`src/rtl/ds1124_cmd_sequencer.sv`:
```
//============================================================================
// Module      : ds1124_cmd_sequencer
// Description : Queues delay-code commands in a small FIFO and applies them
//               one at a time to a DS1124-style delay driver. Each write can
//               be read back and compared, with a bounded number of
//               rewrites. A watchdog abandons any handshake that stalls.
// Revision    : 1.0 - initial release
//============================================================================
`default_nettype none

module ds1124_cmd_sequencer #(
  parameter int FIFO_DEPTH  = 4,
  parameter int VERIFY_EN   = 1,
  parameter int MAX_RETRY   = 2,
  parameter int TIMEOUT_CYC = 100000
) (
  input  logic       clk,
  input  logic       rst_n,
  input  logic       cmd_valid,
  input  logic [7:0] cmd_delay,
  output logic       cmd_ready,
  input  logic       drv_ready,
  output logic       drv_en,
  output logic [7:0] drv_delay,
  output logic       drv_read,
  input  logic [7:0] drv_rd_data,
  input  logic       drv_rd_valid,
  output logic       busy,
  output logic [7:0] applied_delay,
  output logic       applied_valid,
  output logic       err,
  output logic [7:0] err_count
);

  localparam int c_PTR_W = (FIFO_DEPTH < 2) ? 1 : $clog2(FIFO_DEPTH);
  localparam int c_CNT_W = c_PTR_W + 1;
  localparam int c_RTY_W = (MAX_RETRY < 1) ? 1 : $clog2(MAX_RETRY + 1);
  localparam int c_TMO_W = (TIMEOUT_CYC < 2) ? 1 : $clog2(TIMEOUT_CYC + 1);

  localparam logic [c_CNT_W-1:0] c_FULL     = c_CNT_W'(FIFO_DEPTH);
  localparam logic [c_RTY_W-1:0] c_RTY_MAX  = c_RTY_W'(MAX_RETRY);
  localparam logic [c_TMO_W-1:0] c_TMO_LAST = c_TMO_W'(TIMEOUT_CYC - 1);

  typedef enum logic [2:0] {
    S_IDLE     = 3'd0,
    S_ISSUE_WR = 3'd1,
    S_WAIT_WR  = 3'd2,
    S_ISSUE_RD = 3'd3,
    S_WAIT_RD  = 3'd4,
    S_CHECK    = 3'd5
  } state_t;

  state_t r_state;
  state_t w_state_nxt;

  // Command FIFO storage and bookkeeping
  logic [7:0]         r_mem [FIFO_DEPTH];
  logic [c_PTR_W-1:0] r_wr_ptr;
  logic [c_PTR_W-1:0] r_rd_ptr;
  logic [c_CNT_W-1:0] r_count;
  logic               w_push;
  logic               w_pop;

  // Command in flight and handshake tracking
  logic [7:0]         r_cur_code;
  logic [c_RTY_W-1:0] r_retry_cnt;
  logic [c_TMO_W-1:0] r_tmo;
  logic               r_seen_low;
  logic               r_cap_done;
  logic [7:0]         r_rd_data;

  // Registered outputs
  logic               r_drv_en;
  logic               r_drv_read;
  logic [7:0]         r_applied_delay;
  logic               r_applied_valid;
  logic               r_err;
  logic [7:0]         r_err_count;

  // FSM decisions
  logic               w_issue_wr;
  logic               w_issue_rd;
  logic               w_apply;
  logic               w_fail;
  logic               w_retry;
  logic               w_timing;
  logic               w_state_chg;

  // A full FIFO refuses pushes even when a pop happens on the same edge.
  assign cmd_ready     = (r_count != c_FULL);
  assign w_push        = cmd_valid && cmd_ready;
  assign busy          = (r_count != '0) || (r_state != S_IDLE);

  assign drv_en        = r_drv_en;
  assign drv_read      = r_drv_read;
  assign drv_delay     = r_cur_code;
  assign applied_delay = r_applied_delay;
  assign applied_valid = r_applied_valid;
  assign err           = r_err;
  assign err_count     = r_err_count;

  assign w_timing    = (r_state == S_ISSUE_WR) || (r_state == S_WAIT_WR) ||
                       (r_state == S_ISSUE_RD) || (r_state == S_WAIT_RD);
  assign w_state_chg = (w_state_nxt != r_state);

  // FIFO data array; contents are don't-care while unoccupied, so no reset
  always_ff @(posedge clk) begin
    if (w_push) begin
      r_mem[r_wr_ptr] <= cmd_delay;
    end
  end

  // FIFO pointers and occupancy; pointers wrap naturally at the power-of-2 depth
  always_ff @(posedge clk or negedge rst_n) begin
    if (!rst_n) begin
      r_wr_ptr <= '0;
      r_rd_ptr <= '0;
      r_count  <= '0;
    end else begin
      if (w_push) begin
        r_wr_ptr <= r_wr_ptr + c_PTR_W'(1);
      end
      if (w_pop) begin
        r_rd_ptr <= r_rd_ptr + c_PTR_W'(1);
      end
      if (w_push && !w_pop) begin
        r_count <= r_count + c_CNT_W'(1);
      end else if (!w_push && w_pop) begin
        r_count <= r_count - c_CNT_W'(1);
      end
    end
  end

  // FSM state register
  always_ff @(posedge clk or negedge rst_n) begin
    if (!rst_n) begin
      r_state <= S_IDLE;
    end else begin
      r_state <= w_state_nxt;
    end
  end

  // FSM next-state and per-cycle decisions; the watchdog overrides any stalled wait
  always_comb begin
    w_state_nxt = r_state;
    w_pop       = 1'b0;
    w_issue_wr  = 1'b0;
    w_issue_rd  = 1'b0;
    w_apply     = 1'b0;
    w_fail      = 1'b0;
    w_retry     = 1'b0;
    case (r_state)
      S_IDLE: begin
        if (r_count != '0) begin
          w_pop       = 1'b1;
          w_state_nxt = S_ISSUE_WR;
        end
      end
      S_ISSUE_WR: begin
        if (drv_ready) begin
          w_issue_wr  = 1'b1;
          w_state_nxt = S_WAIT_WR;
        end
      end
      S_WAIT_WR: begin
        // the driver must visibly go busy and then idle again
        if (r_seen_low && drv_ready) begin
          if (VERIFY_EN != 0) begin
            w_state_nxt = S_ISSUE_RD;
          end else begin
            w_apply     = 1'b1;
            w_state_nxt = S_IDLE;
          end
        end
      end
      S_ISSUE_RD: begin
        if (drv_ready) begin
          w_issue_rd  = 1'b1;
          w_state_nxt = S_WAIT_RD;
        end
      end
      S_WAIT_RD: begin
        // readback may arrive before, during or after the busy window
        if ((r_cap_done || drv_rd_valid) && r_seen_low && drv_ready) begin
          w_state_nxt = S_CHECK;
        end
      end
      S_CHECK: begin
        if (r_rd_data == r_cur_code) begin
          w_apply     = 1'b1;
          w_state_nxt = S_IDLE;
        end else if (r_retry_cnt < c_RTY_MAX) begin
          w_retry     = 1'b1;
          w_state_nxt = S_ISSUE_WR;
        end else begin
          w_fail      = 1'b1;
          w_state_nxt = S_IDLE;
        end
      end
      default: begin
        w_state_nxt = S_IDLE;
      end
    endcase
    if (w_timing && (w_state_nxt == r_state) && (r_tmo == c_TMO_LAST)) begin
      w_fail      = 1'b1;
      w_state_nxt = S_IDLE;
    end
  end

  // Per-state handshake trackers and watchdog, all cleared on every state entry
  always_ff @(posedge clk or negedge rst_n) begin
    if (!rst_n) begin
      r_tmo      <= '0;
      r_seen_low <= 1'b0;
      r_cap_done <= 1'b0;
    end else if (w_state_chg) begin
      r_tmo      <= '0;
      r_seen_low <= 1'b0;
      r_cap_done <= 1'b0;
    end else begin
      if (w_timing) begin
        r_tmo <= r_tmo + c_TMO_W'(1);
      end
      if (!drv_ready) begin
        r_seen_low <= 1'b1;
      end
      if (drv_rd_valid && (r_state == S_WAIT_RD)) begin
        r_cap_done <= 1'b1;
      end
    end
  end

  // Current command, retry count and captured readback value
  always_ff @(posedge clk or negedge rst_n) begin
    if (!rst_n) begin
      r_cur_code  <= 8'h00;
      r_retry_cnt <= '0;
      r_rd_data   <= 8'h00;
    end else begin
      if (w_pop) begin
        r_cur_code  <= r_mem[r_rd_ptr];
        r_retry_cnt <= '0;
      end else if (w_retry) begin
        r_retry_cnt <= r_retry_cnt + c_RTY_W'(1);
      end
      if (drv_rd_valid && (r_state == S_WAIT_RD)) begin
        r_rd_data <= drv_rd_data;
      end
    end
  end

  // Registered strobes, status pulses and the saturating error counter
  always_ff @(posedge clk or negedge rst_n) begin
    if (!rst_n) begin
      r_drv_en        <= 1'b0;
      r_drv_read      <= 1'b0;
      r_applied_delay <= 8'h00;
      r_applied_valid <= 1'b0;
      r_err           <= 1'b0;
      r_err_count     <= 8'h00;
    end else begin
      r_drv_en        <= w_issue_wr;
      r_drv_read      <= w_issue_rd;
      r_applied_valid <= w_apply;
      r_err           <= w_fail;
      if (w_apply) begin
        r_applied_delay <= r_cur_code;
      end
      if (w_fail && (r_err_count != 8'hFF)) begin
        r_err_count <= r_err_count + 8'd1;
      end
    end
  end

endmodule

`default_nettype wire

```
`config.mk`:
```
export PLATFORM = sky130hd
export DESIGN_NAME = ds1124_cmd_sequencer
export DESIGN_NICKNAME = d
export VERILOG_FILES = /design/src/rtl/ds1124_cmd_sequencer.sv
export SDC_FILE = /design/constraint.sdc
export NUM_CORES = 1
export LEC_CHECK = 0
export CAP_MARGIN = 40
export CORE_ASPECT_RATIO = 1.75
export CORE_UTILIZATION = 34
export DETAILED_ROUTE_END_ITERATION = 7
export GPL_TIMING_DRIVEN = 0
export PLACE_DENSITY_LB_ADDON = 0.2
export SLEW_MARGIN = 20
export SYNTH_ARGS = -nofsm -noshare
export SYNTH_HDL_FRONTEND = slang
export SYNTH_SLANG_ARGS = --single-unit
```
`constraint.sdc`:
```
create_clock -name clk -period 3.8 [get_ports clk]
set_input_delay 0.76 -clock clk [delete_from_list [all_inputs] [get_ports clk]]
set_output_delay 0.76 -clock clk [all_outputs]
set_load 0.01 [all_outputs]
```
==> results of run 1 <==
-- power breakdown --
| group | internal [mW] | leakage, nW | switching, mW |
|---|---|---|---|
| Combinational | 0.638 | 0.973 | 0.696 |
| Sequential | 1.36 | 1.18 | 0.167 |
| Clock | 0.468 | 0.146 | 0.443 |
-- cells by family (layout without fill, tap and decap cells) --
kind of cell / Yosys count / after routing / synth area share (%)
compound gates: 12 / 12 / 2.15
xor+xnor: 38 / 38 / 7.52
fa+ha+maj: 8 / 8 / 2.43
buf+inv: 21 / 90 / 2.97
flops: 99 / 99 / 59.6
mux: 30 / 30 / 9.70
simple gates: 127 / 127 / 15.6
-- metrics by stage --
stage                     cell area [sq um]  hold WS, ns  util, %  TNS (ns)
after floorplan                        4430        0.462        -         0
after global placement                 5140        0.475     40.9    -30.28
after detailed placement               5160        0.492     41.0         0
after CTS                              5460        0.372     43.5         0
after global routing                   5480        0.387     43.6         0
final                                  5480        0.354     43.6         0
-- layout make-up --
class,count,area [sq um]
Buffer,13,101
Clock buffer,9,225
Clock inverter,7,80.1
Fill cell,1190,7090
Inverter,8,30.0
Multi-Input combinational cell,215,1660
Sequential cell,99,2640
Tap cell,168,210
Timing Repair Buffer,53,534
-- flip-flops by register name, indices dropped and copies added (netlist names) --
| name | count |
|---|---|
| r_wr_ptr | 2 |
| applied_valid | 1 |
| r_count | 3 |
| drv_read | 1 |
| err_count | 8 |
| r_mem | 32 |
| r_cap_done | 1 |
| err | 1 |
| r_rd_ptr | 2 |
| r_tmo | 17 |
| r_retry_cnt | 2 |
| applied_delay | 8 |
| r_seen_low | 1 |
| r_rd_data | 8 |
| drv_delay | 8 |
| drv_en | 1 |
| r_state | 3 |
-- worst register-to-register path, cell delays in order, from the launching register on --
cell      delay [ns]
dfrtp_1         0.44
nor3_1          0.23
and2b_2         0.29
inv_2           0.07
clkbuf_1        0.41
ha_1            0.29
inv_1           0.06
fa_1            0.38
xor2_1          0.15
nor2_1          0.11
xor2_1          0.15
-- cell usage after synthesis, types with 3 or more instances --
master / count / area share (%)
nand3_1: 7 / 0.79
nor2_1: 17 / 1.4
clkbuf_1: 5 / 0.42
nor3_1: 24 / 2.7
edfxtp_1: 32 / 22
mux2_2: 19 / 4.8
xor2_1: 28 / 5.5
nor3b_1: 3 / 0.51
mux4_2: 8 / 4.1
inv_1: 7 / 0.59
buf_6: 7 / 1.8
nand2_1: 38 / 3.2
dfrtp_1: 67 / 38
nand4_1: 8 / 1.1
ha_1: 7 / 2.0
xnor2_1: 10 / 2.0
and3_1: 9 / 1.3
-- worst max path at each step --
stage / slack, ns / cells after the start / to
floorplan: 1.46 / 7 / r_tmo[10]$_DFFE_PN0P_
global placement: -0.46 / 1 / applied_delay[1]$_DFFE_PN0P_
detailed placement: 0.77 / 8 / err_count[1]$_DFFE_PN0P_
CTS: 1.07 / 10 / r_count[2]$_DFFE_PN0P_
global route: 0.88 / 10 / r_count[2]$_DFFE_PN0P_
finish: 1.14 / 8 / err_count[6]$_DFFE_PN0P_
-- metal layers --
layer | up-vias | GRT usage, % | part of all wire, % | wire length (um)
li1 | 1310 | - | - | -
met4 | 0 | 5.30 | 1.6 | 140
met3 | 10 | 2.97 | 3.4 | 287
met1 | 1337 | 15.9 | 39 | 3300
met2 | 49 | 26.0 | 56 | 4800
met5 | - | 0 | 0 | 0
==> impl_metrics.tcl, run 1 <==
set metrics [dict create \
    numCtsBuffers 9 \
    drv_cap 0 \
    ys.flop_type "dfrtp_1" \
    wl_per_cell_um 14.9 \
    htreeDepth 3 \
    synth_seq_cells 99 \
    vias 2706 \
    drc 0 \
    port-buffer-count 50 \
    fin_ws_ns 1.14 \
    r2r_setup_slack_ns 1.15 \
    rsz0062_at_grt "no" \
    die_h_um 153 \
    critPathMaxStageDelay_ns 0.50 \
    cts_hold_buf 0 \
    timing.final.crit_period_ns 2.66 \
    drv_slew 0 \
    rows 54 \
    final_cells 572 \
    criticalPathCategory "input port to flip-flop" \
    fin_crit_sh_pct 69.9 \
    cellLeakagePower_nw 2.30 \
    avgViaCountPerCell 4.73 \
    initial_core_util_pct 35.2 \
    ir_worst_vdd_mv 0.364 \
    critPathArrivalTime_ns 2.88 \
    cts_tree "yes" \
    clk_path_buf_depth 2 \
    globalplace.congestion 0.727 \
    path_clk_slew_ns 0.07 \
    post_cts_buffers 0 \
    ys_async_sr_fraction_pct 67.7 \
    root_buffer "clkbuf_16" \
    cp-start-kind "input port" \
    clock_latency_ns 0.35 \
    finalHoldViolations 0 \
    grt_pass1_vias 2885 \
    grt_start_max_net_pins 36 \
    max_freq_mhz 376 \
    ys_warn_count 0 \
    place_inst 555 \
    timing.rr.start "r_count[0]$_DFFE_PN0P_" \
    end_kind "flip-flop" \
    cp.required_ns 4.03 \
    path_cells "clkdlybuf4s50_1 -> and3b_1 -> nor4_2 -> nand4_1 -> o21ba_1 -> buf_6 -> and2b_2 -> mux2_2" \
    critPathSlowestCell "clkdlybuf4s50_1" \
    ios 51 \
    tightest_slew_ns 0.594 \
    diodes 0 \
    syn_avg_cell_area_sq_um 13.2 \
    antenna_found_initial 0 \
    postSynthCellCount 335 \
    postRouteAntennaNets 0 \
    critPathLaunch "drv_ready" \
    coreArea_sq_mm 0.0126 \
    slew_headroom_pct 60.4 \
    gr-total-overflow 0 \
    synth_area_sq_mm 0.00443 \
    reg2reg_depth 10 \
    setup_viol 0 \
    power.total_mw 3.77 \
    first_pass_iters 4 \
    min_path_type "input port to asynchronous set/reset pin" \
    r2r-end "r_count[2]$_DFFE_PN0P_" \
    grt_first_pass_wirelength_mm 14.6 \
    status "completed" \
    pre_cts_ws_ns 0.772 \
    area_growth_syn_to_layout_pct 23.7 \
    p_per_area_mw_per_mm2 689 \
    die-width_um 88.2 \
    critPathMaxFanout 8 \
    synth.distinct_cells 48 \
    crit_buf_inv 2 \
    synth_edf_count 32 \
    dp_hpwl_mm 6.36 \
    drtIter0Drc 133 \
    clock-sinks 99 \
    nNetsFinal 428 \
    layout-drive-gt1-share_pct 17.1 \
    grtUsageTotal_pct 14.3 \
    wl_mm 8.53 \
    layout_common_cells "dfrtp_1, clkdlybuf4s50_1, nand2_1" \
    mostFrequentLayoutCell "dfrtp_1" \
    seq_area_frac_synth_pct 59.6 \
    critical-path-top-delay-family "simple AND/OR/NAND/NOR gates" \
    clock_skew_ns 0.0140 \
    cts_resized 0 \
    die-area_sq_mm 0.0135 \
    syn_nets 364 \
]
No activity file was read; power rests on OpenSTA's default activity.
==> run 2, diff against run 1 <==
==> constraint.sdc (replaced) <==
create_clock -name clk -period 2.35 [get_ports clk]
set_input_delay 0.47 -clock clk [delete_from_list [all_inputs] [get_ports clk]]
set_output_delay 0.47 -clock clk [all_outputs]
set_load 0.01 [all_outputs]
==> impl_metrics.tcl, run 2 (same netlist as run 1, synthesis figures left out) <==
set metrics [dict create \
    status "completed" \
    critPathMaxStageDelay_ns 0.41 \
    cts_tree "yes" \
    ir_worst_vdd_mv 0.594 \
    r2r-end "r_tmo[0]$_DFFE_PN0P_" \
    end_kind "flip-flop" \
    timing.rr.start "drv_delay[2]$_DFFE_PN0P_" \
    whs_ns 0.0645 \
    wl_mm 8.89 \
    clock-sinks 99 \
    critPathArrivalTime_ns 2.51 \
    finalHoldViolations 0 \
    drtIter0Drc 87 \
    path_cells "xor2_1 -> nor4_4 -> a31oi_2 -> a211oi_2 -> mux2_4 -> buf_4 -> nor3_1" \
    p_per_area_mw_per_mm2 1140 \
    max_freq_mhz 443 \
    critPathSlowestCell "dfrtp_1" \
    initial_core_util_pct 35.2 \
    grt_first_pass_wirelength_mm 14.6 \
    first_pass_iters 4 \
    n_fill_cell 1177 \
    gr-total-overflow 0 \
    clk_path_buf_depth 2 \
    numCtsBuffers 9 \
    criticalPathCategory "flip-flop to flip-flop" \
    path_clk_slew_ns 0.08 \
    drv_slew 0 \
    clock_skew_ns 0.0136 \
    htreeDepth 3 \
    wl_per_cell_um 15.1 \
    layout-drive-gt1-share_pct 24.2 \
    rsz0062_at_grt "yes" \
    vias 2790 \
    largest_reg_flops 32 \
    avgViaCountPerCell 4.73 \
    coreArea_sq_mm 0.0126 \
    setup_viol 0 \
    regMostFlops "r_mem" \
    layout_common_cells "dfrtp_1, clkdlybuf4s50_1, nand2_1" \
    grt_start_max_net_pins 36 \
    clock_latency_ns 0.35 \
    antenna_found_initial 0 \
    area_growth_syn_to_layout_pct 28.5 \
    ios 51 \
    fin_ws_ns 0.0939 \
    reg2reg_depth 7 \
    mostFrequentLayoutCell "dfrtp_1" \
    min_path_type "input port to asynchronous set/reset pin" \
    die_h_um 153 \
    cellLeakagePower_nw 2.41 \
    critPathLaunch "drv_delay[2]$_DFFE_PN0P_" \
    r2r_setup_slack_ns 0.09 \
    cp.required_ns 2.61 \
    postRouteAntennaNets 0 \
    diodes 0 \
    globalplace.congestion 0.727 \
    fin_crit_sh_pct 96.0 \
    port-buffer-count 50 \
    reg_top3 "r_mem x32, r_tmo x17" \
    timing.final.crit_period_ns 2.26 \
    rows 54 \
    tightest_slew_ns 0.590 \
    critPathMaxFanout 7 \
    cp-start-kind "flip-flop" \
    pre_cts_ws_ns -0.388 \
    die-area_sq_mm 0.0135 \
    drv_cap 0 \
    nNetsFinal 446 \
    dp_hpwl_mm 6.36 \
    die-width_um 88.2 \
    root_buffer "clkbuf_16" \
    drc 0 \
    endpoint "r_tmo[0]$_DFFE_PN0P_" \
    grt_pass1_vias 2900 \
    slew_headroom_pct 60.7 \
    grtUsageTotal_pct 14.4 \
]
==> run 2: cell types whose count changed in the layout (fill, tap and decap cells not counted), moves of 2 or more <==
| cell | change |
|---|---|
| buf_4 | +19 |
| nor3_1 | -6 |
| nor3_2 | +6 |
| clkbuf_1 | -2 |
| dfrtp_1 | -2 |
| dfrtp_2 | +2 |
| ha_1 | -2 |
==> run 2: per-stage QoR <==
step                TNS [ns]  utilization [%]  instances  power, mW  cell area, sq um
global placement     -115.80             40.9        553       4.64              5140
detailed placement     -7.57             41.0        555       4.70              5160
CTS                        0             43.7        572       6.25              5500
finish                     0             45.2        590       6.47              5690
global route          -0.196             45.2        590       6.90              5690
floorplan                  0                -        335       3.99              4430
==> run 2: worst min path at each step <==
stage | startpoint | endpoint | slack (ns) | cells past startpoint
after global placement | r_retry_cnt[1]$_DFFE_PN0P_ | r_retry_cnt[1]$_DFFE_PN0P_ | 0.47 | 2
final | rst_n | r_tmo[15]$_DFFE_PN0P_ | 0.06 | 1
after CTS | rst_n | r_tmo[15]$_DFFE_PN0P_ | 0.08 | 1
after global routing | rst_n | r_tmo[15]$_DFFE_PN0P_ | 0.1 | 1
after detailed placement | rst_n | r_tmo[15]$_DFFE_PN0P_ | 0.46 | 1
after floorplan | rst_n | applied_delay[0]$_DFFE_PN0P_ | 0.17 | 0
==> run 2: final cells by class <==
type	instances	area, sq um	area share [%]
plain buffers	12	109	1.91
clock buffers	9	225	3.96
clock inverters	7	80.1	1.41
inverters	8	30.0	0.528
multi-input cells	215	1720	30.2
flip-flops and latches	99	2640	46.4
well taps	168	210	3.70
repair buffers	72	676	11.9
==> run 2: timing repair <==
item                                   CTS  global route
pin swaps                                5             6
endpoints found under the hold margin    0             0
buffers inserted                         2            17
hold buffers                             0             0
gates resized for setup                  8            11
setup endpoints to repair               18            15
==> run 2: metal layers <==
| layer | global-route usage (%) | wire [um] | share of wire [%] | vias up |
|---|---|---|---|---|
| li1 | - | - | - | 1350 |
| met1 | 16.2 | 3460 | 39 | 1381 |
| met2 | 25.9 | 4980 | 56 | 50 |
| met3 | 2.97 | 286 | 3.2 | 9 |
| met4 | 5.30 | 165 | 1.9 | 0 |
| met5 | 0 | 0 | 0 | - |
==> run 2: where the power goes <==
part	total, mW	internal, mW	switching, mW	leakage (nW)
Combinational	2.52	1.28	1.24	1.08
Sequential	2.47	2.20	0.269	1.18
Clock	1.48	0.757	0.721	0.146
==> run 2: worst max-delay path: cells and delay by family, from the launching register on <==
kind	cells	cell delay, ns
xor gates and xnor gates	1	0.20
buffers and inverters	1	0.17
AOI/OAI and AO/OA	2	0.47
and+or+nand+nor	2	0.54
muxes	1	0.38
DFF	1	0.41
